File: src/rtl/sync_fifo_pkg.sv
// Shared widths and reset values for the synchronous FIFO.
package sync_fifo_pkg;

  function automatic int unsigned cnt_w(input int unsigned depth);
    return $clog2(depth + 2);
  endfunction

  function automatic int unsigned ptr_w(input int unsigned depth);
    return $clog2(depth);
  endfunction

  localparam logic RST_WR_READY     = 1'b1;
  localparam logic RST_RD_VALID     = 1'b0;
  localparam logic RST_ALMOST_FULL  = 1'b0;
  localparam logic RST_ALMOST_EMPTY = 1'b1;
  localparam logic RST_OVERFLOW     = 1'b0;

endpackage

File: src/rtl/sync_fifo_if.sv
// Producer/consumer handshake bundle for sync_fifo; slave is the FIFO side.
interface sync_fifo_if #(
  parameter int unsigned DATA_WIDTH = 8,
  parameter int unsigned DEPTH      = 8
);
  import sync_fifo_pkg::*;

  localparam int unsigned CNT_W = cnt_w(DEPTH);

  logic                  flush_i;
  logic                  wr_valid_i;
  logic [DATA_WIDTH-1:0] wr_data_i;
  logic                  wr_ready_o;
  logic                  rd_valid_o;
  logic [DATA_WIDTH-1:0] rd_data_o;
  logic                  rd_ready_i;
  logic [CNT_W-1:0]      count_o;
  logic                  almost_full_o;
  logic                  almost_empty_o;
  logic                  overflow_o;

  modport master (
    output flush_i, wr_valid_i, wr_data_i, rd_ready_i,
    input  wr_ready_o, rd_valid_o, rd_data_o, count_o,
           almost_full_o, almost_empty_o, overflow_o
  );

  modport slave (
    input  flush_i, wr_valid_i, wr_data_i, rd_ready_i,
    output wr_ready_o, rd_valid_o, rd_data_o, count_o,
           almost_full_o, almost_empty_o, overflow_o
  );

endinterface

File: src/rtl/sync_fifo_ram.sv
// FIFO storage: one synchronous write port, one asynchronous read port, no reset.
module sync_fifo_ram #(
  parameter int unsigned DATA_WIDTH = 8,
  parameter int unsigned DEPTH      = 8,
  parameter int unsigned PTR_W      = 3
) (
  input  logic                  clk_i,
  input  logic                  wr_en,
  input  logic [PTR_W-1:0]      wr_addr,
  input  logic [DATA_WIDTH-1:0] wr_data,
  input  logic [PTR_W-1:0]      rd_addr,
  output logic [DATA_WIDTH-1:0] rd_data
);

  logic [DATA_WIDTH-1:0] mem [DEPTH];

  always_ff @(posedge clk_i) begin
    if (wr_en) mem[wr_addr] <= wr_data;
  end

  assign rd_data = mem[rd_addr];

endmodule

File: src/rtl/sync_fifo.sv
// Synchronous FIFO with registered status flags and flush.
// Define SYNC_FIFO_OUT_REG_EN to add a prefetch output register (capacity DEPTH+1).
module sync_fifo
  import sync_fifo_pkg::*;
#(
  parameter int unsigned DATA_WIDTH = 8,
  parameter int unsigned DEPTH      = 8,
  parameter int unsigned AF_LEVEL   = DEPTH - 1,
  parameter int unsigned AE_LEVEL   = 1
) (
  input logic       clk_i,
  input logic       rst_i,
  sync_fifo_if.slave bus
);

  localparam int unsigned CNT_W = cnt_w(DEPTH);
  localparam int unsigned PTR_W = ptr_w(DEPTH);
`ifdef SYNC_FIFO_OUT_REG_EN
  localparam int unsigned CAPACITY = DEPTH + 1;
`else
  localparam int unsigned CAPACITY = DEPTH;
`endif

  logic [PTR_W-1:0]      wr_ptr_q, wr_ptr_d, rd_ptr_q, rd_ptr_d;
  logic [CNT_W-1:0]      count_q, count_d;
  logic                  wr_ready_q, wr_ready_d;
  logic                  rd_valid_q, rd_valid_d;
  logic                  af_q, af_d, ae_q, ae_d, ovf_q, ovf_d;
  logic                  wr_acc_c, rd_acc_c, pop_c;
  logic [DATA_WIDTH-1:0] ram_rd_data;
`ifdef SYNC_FIFO_OUT_REG_EN
  logic [CNT_W-1:0]      mem_cnt_q, mem_cnt_d;
  logic [DATA_WIDTH-1:0] ob_data_q;
`endif

  function automatic logic [PTR_W-1:0] ptr_inc(input logic [PTR_W-1:0] p);
    return (p == PTR_W'(DEPTH - 1)) ? '0 : p + PTR_W'(1);
  endfunction

  sync_fifo_ram #(
    .DATA_WIDTH (DATA_WIDTH),
    .DEPTH      (DEPTH),
    .PTR_W      (PTR_W)
  ) u_ram (
    .clk_i   (clk_i),
    .wr_en   (wr_acc_c),
    .wr_addr (wr_ptr_q),
    .wr_data (bus.wr_data_i),
    .rd_addr (rd_ptr_q),
    .rd_data (ram_rd_data)
  );

  // Next-state: transfers, occupancy and flags; flush overrides both ports.
  always_comb begin
    wr_acc_c = bus.wr_valid_i & wr_ready_q & ~bus.flush_i;
    rd_acc_c = rd_valid_q & bus.rd_ready_i & ~bus.flush_i;

    count_d = count_q;
    if (wr_acc_c & ~rd_acc_c)      count_d = count_q + CNT_W'(1);
    else if (~wr_acc_c & rd_acc_c) count_d = count_q - CNT_W'(1);
    if (bus.flush_i)               count_d = '0;

`ifdef SYNC_FIFO_OUT_REG_EN
    // Refill the output register whenever it is empty or being drained.
    pop_c = (~rd_valid_q | rd_acc_c) & (mem_cnt_q != '0) & ~bus.flush_i;
    mem_cnt_d = mem_cnt_q;
    if (wr_acc_c & ~pop_c)      mem_cnt_d = mem_cnt_q + CNT_W'(1);
    else if (~wr_acc_c & pop_c) mem_cnt_d = mem_cnt_q - CNT_W'(1);
    if (bus.flush_i)            mem_cnt_d = '0;
    rd_valid_d = ~bus.flush_i & (pop_c | (rd_valid_q & ~rd_acc_c));
`else
    pop_c      = rd_acc_c;
    rd_valid_d = (count_d != '0);
`endif

    wr_ptr_d = wr_acc_c ? ptr_inc(wr_ptr_q) : wr_ptr_q;
    rd_ptr_d = pop_c    ? ptr_inc(rd_ptr_q) : rd_ptr_q;
    if (bus.flush_i) begin
      wr_ptr_d = '0;
      rd_ptr_d = '0;
    end

    wr_ready_d = (count_d != CNT_W'(CAPACITY));
    af_d       = (count_d >= CNT_W'(AF_LEVEL));
    ae_d       = (count_d <= CNT_W'(AE_LEVEL));
    ovf_d      = bus.wr_valid_i & ~wr_ready_q & ~bus.flush_i;
  end

  always_ff @(posedge clk_i or posedge rst_i) begin
    if (rst_i) begin
      wr_ptr_q   <= '0;
      rd_ptr_q   <= '0;
      count_q    <= '0;
      wr_ready_q <= RST_WR_READY;
      rd_valid_q <= RST_RD_VALID;
      af_q       <= RST_ALMOST_FULL;
      ae_q       <= RST_ALMOST_EMPTY;
      ovf_q      <= RST_OVERFLOW;
    end else begin
      wr_ptr_q   <= wr_ptr_d;
      rd_ptr_q   <= rd_ptr_d;
      count_q    <= count_d;
      wr_ready_q <= wr_ready_d;
      rd_valid_q <= rd_valid_d;
      af_q       <= af_d;
      ae_q       <= ae_d;
      ovf_q      <= ovf_d;
    end
  end

`ifdef SYNC_FIFO_OUT_REG_EN
  always_ff @(posedge clk_i or posedge rst_i) begin
    if (rst_i) begin
      mem_cnt_q <= '0;
      ob_data_q <= '0;
    end else begin
      mem_cnt_q <= mem_cnt_d;
      if (pop_c) ob_data_q <= ram_rd_data;
    end
  end

  assign bus.rd_data_o = ob_data_q;
`else
  assign bus.rd_data_o = ram_rd_data;
`endif

  assign bus.wr_ready_o     = wr_ready_q;
  assign bus.rd_valid_o     = rd_valid_q;
  assign bus.count_o        = count_q;
  assign bus.almost_full_o  = af_q;
  assign bus.almost_empty_o = ae_q;
  assign bus.overflow_o     = ovf_q;

endmodule

File: src/flat_wrapper.sv
// flat-port wrapper written by rule: the top's interface ports become plain ports
module sync_fifo_flat import sync_fifo_pkg::*;
#(
  parameter int unsigned DATA_WIDTH = 8,
  parameter int unsigned DEPTH      = 8,
  parameter int unsigned AF_LEVEL   = DEPTH - 1,
  parameter int unsigned AE_LEVEL   = 1
)
  (clk_i, rst_i, bus_flush_i, bus_wr_valid_i, bus_wr_data_i, bus_rd_ready_i, bus_wr_ready_o, bus_rd_valid_o, bus_rd_data_o, bus_count_o, bus_almost_full_o, bus_almost_empty_o, bus_overflow_o);
  sync_fifo_if #(.DATA_WIDTH(DATA_WIDTH), .DEPTH(DEPTH)) bus_i ();
  input logic clk_i;
  input logic rst_i;
  input wire logic [$bits(bus_i.flush_i)-1:0] bus_flush_i;
  input wire logic [$bits(bus_i.wr_valid_i)-1:0] bus_wr_valid_i;
  input wire logic [$bits(bus_i.wr_data_i)-1:0] bus_wr_data_i;
  input wire logic [$bits(bus_i.rd_ready_i)-1:0] bus_rd_ready_i;
  output wire logic [$bits(bus_i.wr_ready_o)-1:0] bus_wr_ready_o;
  output wire logic [$bits(bus_i.rd_valid_o)-1:0] bus_rd_valid_o;
  output wire logic [$bits(bus_i.rd_data_o)-1:0] bus_rd_data_o;
  output wire logic [$bits(bus_i.count_o)-1:0] bus_count_o;
  output wire logic [$bits(bus_i.almost_full_o)-1:0] bus_almost_full_o;
  output wire logic [$bits(bus_i.almost_empty_o)-1:0] bus_almost_empty_o;
  output wire logic [$bits(bus_i.overflow_o)-1:0] bus_overflow_o;
  assign bus_i.flush_i = bus_flush_i;
  assign bus_i.wr_valid_i = bus_wr_valid_i;
  assign bus_i.wr_data_i = bus_wr_data_i;
  assign bus_i.rd_ready_i = bus_rd_ready_i;
  assign bus_wr_ready_o = bus_i.wr_ready_o;
  assign bus_rd_valid_o = bus_i.rd_valid_o;
  assign bus_rd_data_o = bus_i.rd_data_o;
  assign bus_count_o = bus_i.count_o;
  assign bus_almost_full_o = bus_i.almost_full_o;
  assign bus_almost_empty_o = bus_i.almost_empty_o;
  assign bus_overflow_o = bus_i.overflow_o;
  sync_fifo #(.DATA_WIDTH(DATA_WIDTH), .DEPTH(DEPTH), .AF_LEVEL(AF_LEVEL), .AE_LEVEL(AE_LEVEL)) u_core (.clk_i(clk_i), .rst_i(rst_i), .bus(bus_i));
endmodule
File: config.mk
export PLATFORM = sky130hd
export DESIGN_NAME = sync_fifo_flat
export DESIGN_NICKNAME = d
export VERILOG_FILES = /design/src/rtl/sync_fifo_pkg.sv /design/src/rtl/sync_fifo_if.sv /design/src/rtl/sync_fifo_ram.sv /design/src/rtl/sync_fifo.sv /design/src/flat_wrapper.sv
export SDC_FILE = /design/constraint.sdc
export NUM_CORES = 1
export LEC_CHECK = 0
export CAP_MARGIN = 20
export CORE_MARGIN = 1
export CORE_UTILIZATION = 25
export DETAILED_ROUTE_END_ITERATION = 10
export GPL_TIMING_DRIVEN = 1
export PLACE_DENSITY = 0.45
export SYNTH_ARGS = -nofsm -noshare
export SYNTH_HDL_FRONTEND = slang
export SYNTH_SLANG_ARGS = --single-unit
File: constraint.sdc
create_clock -name clk_i -period 3.3 [get_ports clk_i]
set_input_delay 0.33 -clock clk_i [delete_from_list [all_inputs] [get_ports clk_i]]
set_output_delay 0.33 -clock clk_i [all_outputs]
set_load 0.005 [all_outputs]
==> results.txt <==
outcome -> finished clean
multi-input logic area -> 950 sq um
Crit path max-delay family -> multiplexers
Switching Share -> 25.2%
Cell Pwr Density -> 614 mW/mm^2
WP buf/inv -> 2
syn_nets -> 215
Reg power frac -> 46.2%
Worst R2R Path Depth -> 4
commonest non-fill, non-tap cell in the layout -> edfxtp_1
vias in the first global route -> 1777
Sink Count -> 79
Core ar. -> 0.0128 sq mm
Cell Area, Placed -> 0.00385 sq mm
Fillers -> 1241
Power, Total -> 2530 uW
routed vias -> 1767
Most used DFF post-synth -> edfxtp_1
Setup-failing EPs final -> 0
Arr. time, crit path -> 2.28 ns
post-CTS sizing -> 0
post-route ant nets -> 0
Worst-Margin Slew -> 0.889 ns
Tightest Hold Check Type -> input pin to async pin
DR vias/cell -> 4.28
most frequent cells in the layout -> edfxtp_1 (64), clkdlybuf4s50_1 (29), mux4_2 (16), nor2_1 (15), dfrtp_1 (13)
# rows -> 41
flop2flop setup slack -> 1.11 ns
DR pass1 iterations -> 4
gr usage total -> 10.0%
Detailed Route WL -> 6.52 mm
routability cong. -> 0.724
reg2reg start -> u_core.bus.wr_ready_o$_DFF_PP1_
synthesized area -> 0.00333 sq mm
Max-slew headroom -> 40.5%
asr flop ratio synth -> 19.0%
placed insts -> 397
initial DRC count -> 59
Tmin final -> 2.61 ns
residual DRC count -> 0
first-pass GRT wire length -> 10.0 mm
Syn Area/Cell -> 17.0 sq um
total CTS buffers -> 9
# hold bufs at CTS -> 0
# Post-CTS Setup Buffers -> 0
Final Skew -> 0.00820 ns
sequential fraction of the synthesis area -> 69.1%
NetSw -> 639 uW
largest net degree at the start of global routing -> 20
Non-Filler Instances -> 413
Detailed Place HPWL -> 4.32 mm
crit-path max FO -> 19
Fin. Hold Viols -> 0
Area Growth Syn to Fin -> 23.9%
fin crit share -> 79.0%
Clk pwr share -> 35.6%
Post-synth EDFFs -> 64
initial antenna violation count -> 0
Clock Latency Late Sink -> 0.33 ns
Leak Pwr -> 0.00137 uW
CTS max path bufs -> 2
routed len/inst -> 15.8 um
Ports -> 30
internal power -> 1890 uW
die area -> 0.0138 sq mm
slowest stage delay, CP -> 0.57 ns
synthesized flop and latch total -> 79
RSZ-0062 raised after global routing -> no
chip height -> 117 um
gr ovfl total -> 0
combinational share of power -> 18.2%
Finished Cell Area -> 0.00412 sq mm
CTS H-tree depth -> 3
clock-pin slew on the worst setup and hold paths -> 0.06 ns
max-slew violation count -> 0
Initial Util -> 26.0%
CP Class -> flip-flop to output port
total negative slack -> 0 ns
ANT cells -> 0
Nets -> 255
Mapped Cells -> 196
# Max-Cap Violations -> 0
maximum VDD drop -> 0.241 mV
achievable frequency -> 0.383 GHz
Worst Setup Start Kind -> flip-flop
CP required -> 2.97 ns
unique cell type count in the Yosys netlist -> 36
Root Driver -> clkbuf_16
RR Endpoint -> u_core.u_ram.mem[7][4]$_DFFE_PP_
register area -> 0.00230 sq mm
PortBufs -> 29
CTS tree -> yes
CP max-delay cell -> mux4_2
layout cells sized above 1 -> 23.2%
yosys warns -> 0
CP Capture Type -> output port
worst path cell trace -> buf_4 > mux4_2 > mux2_2 > clkdlybuf4s50_1
die width -> 117 um
==> through the flow <==
stage               utilization (%)  hold WS, ns  setup WS [ns]
floorplan                         -        0.230           1.18
global placement               30.1        0.606          0.794
detailed placement             30.1        0.599          0.786
CTS                            32.3        0.380          0.638
global route                   32.3        0.433          0.586
finish                         32.3        0.360          0.692
==> power by group through the flow <==
stage,Sequential [uW],Combinational (uW),Clock [uW]
after floorplan,1180,295,0
after global placement,1190,470,0
after detailed placement,1190,469,0
after CTS,1170,475,927
after global routing,1180,509,965
final,1170,462,901
==> registers in the layout, summed over array words and instances, names as in the netlist <==
signal                     flops
u_core.bus.rd_valid_o          1
u_core.wr_ptr_q                3
u_core.bus.overflow_o          1
u_core.u_ram.mem              64
u_core.bus.wr_ready_o          1
u_core.rd_ptr_q                3
u_core.bus.almost_full_o       1
u_core.bus.almost_empty_o      1
u_core.bus.count_o             4
==> how the worst max path moves through the flow <==
stage	start	to	slack, ns	cells past startpoint
after CTS	u_core.rd_ptr_q[0]$_DFFE_PP0P_	bus_rd_data_o[7]	0.64	4
after floorplan	u_core.bus.wr_ready_o$_DFF_PP1_	u_core.u_ram.mem[0][0]$_DFFE_PP_	1.18	3
after global routing	u_core.rd_ptr_q[0]$_DFFE_PP0P_	bus_rd_data_o[6]	0.59	4
after detailed placement	bus_wr_valid_i	u_core.u_ram.mem[7][4]$_DFFE_PP_	0.79	5
final	u_core.rd_ptr_q[0]$_DFFE_PP0P_	bus_rd_data_o[3]	0.69	4
after global placement	bus_wr_valid_i	u_core.u_ram.mem[7][7]$_DFFE_PP_	0.79	5
==> cell usage after synthesis (2+ instances only) <==
cell type,count,share of area [%]
dfstp_2,2,1.6
nand3_1,2,0.30
edfxtp_1,64,58
nand2b_1,2,0.38
and2_1,2,0.38
buf_2,4,0.60
ha_1,6,2.3
buf_6,2,0.68
nand2_1,12,1.4
or3_1,4,0.75
mux4_2,16,11
dfrtp_1,13,9.8
mux2_2,9,3.0
a21oi_1,10,1.5
nor3_1,6,0.90
inv_1,3,0.34
nand3b_1,2,0.45
clkbuf_1,3,0.34
nor2_1,15,1.7
o21ai_0,3,0.45
==> kinds of logic after synthesis <==
logic type      count (synthesis)  share of synthesized area, %
simple gates                   51                          8.46
fa+ha+maj                       6                          2.26
xor+xnor                        1                         0.263
flops                          79                          69.1
mux                            25                          13.9
compound gates                 20                          3.69
buf+inv                        14                          2.29
==> per-layer routing <==
metal	part of all wire (%)	global-route usage [%]	up-vias
li1	-	-	846
met3	4.0	3.26	13
met1	47	12.7	868
met5	0	0	-
met2	46	15.5	40
met4	2.4	4.63	0
==> area by class of cell <==
type	count	area share [%]
tap	172	5.22
timing repair buffer	40	9.05
sequential	79	55.8
clock inverter	6	1.06
clock buffer	10	5.56
inverter	3	0.273
multi-input combinational	103	23.0
Power figures use the tool's default switching activity.
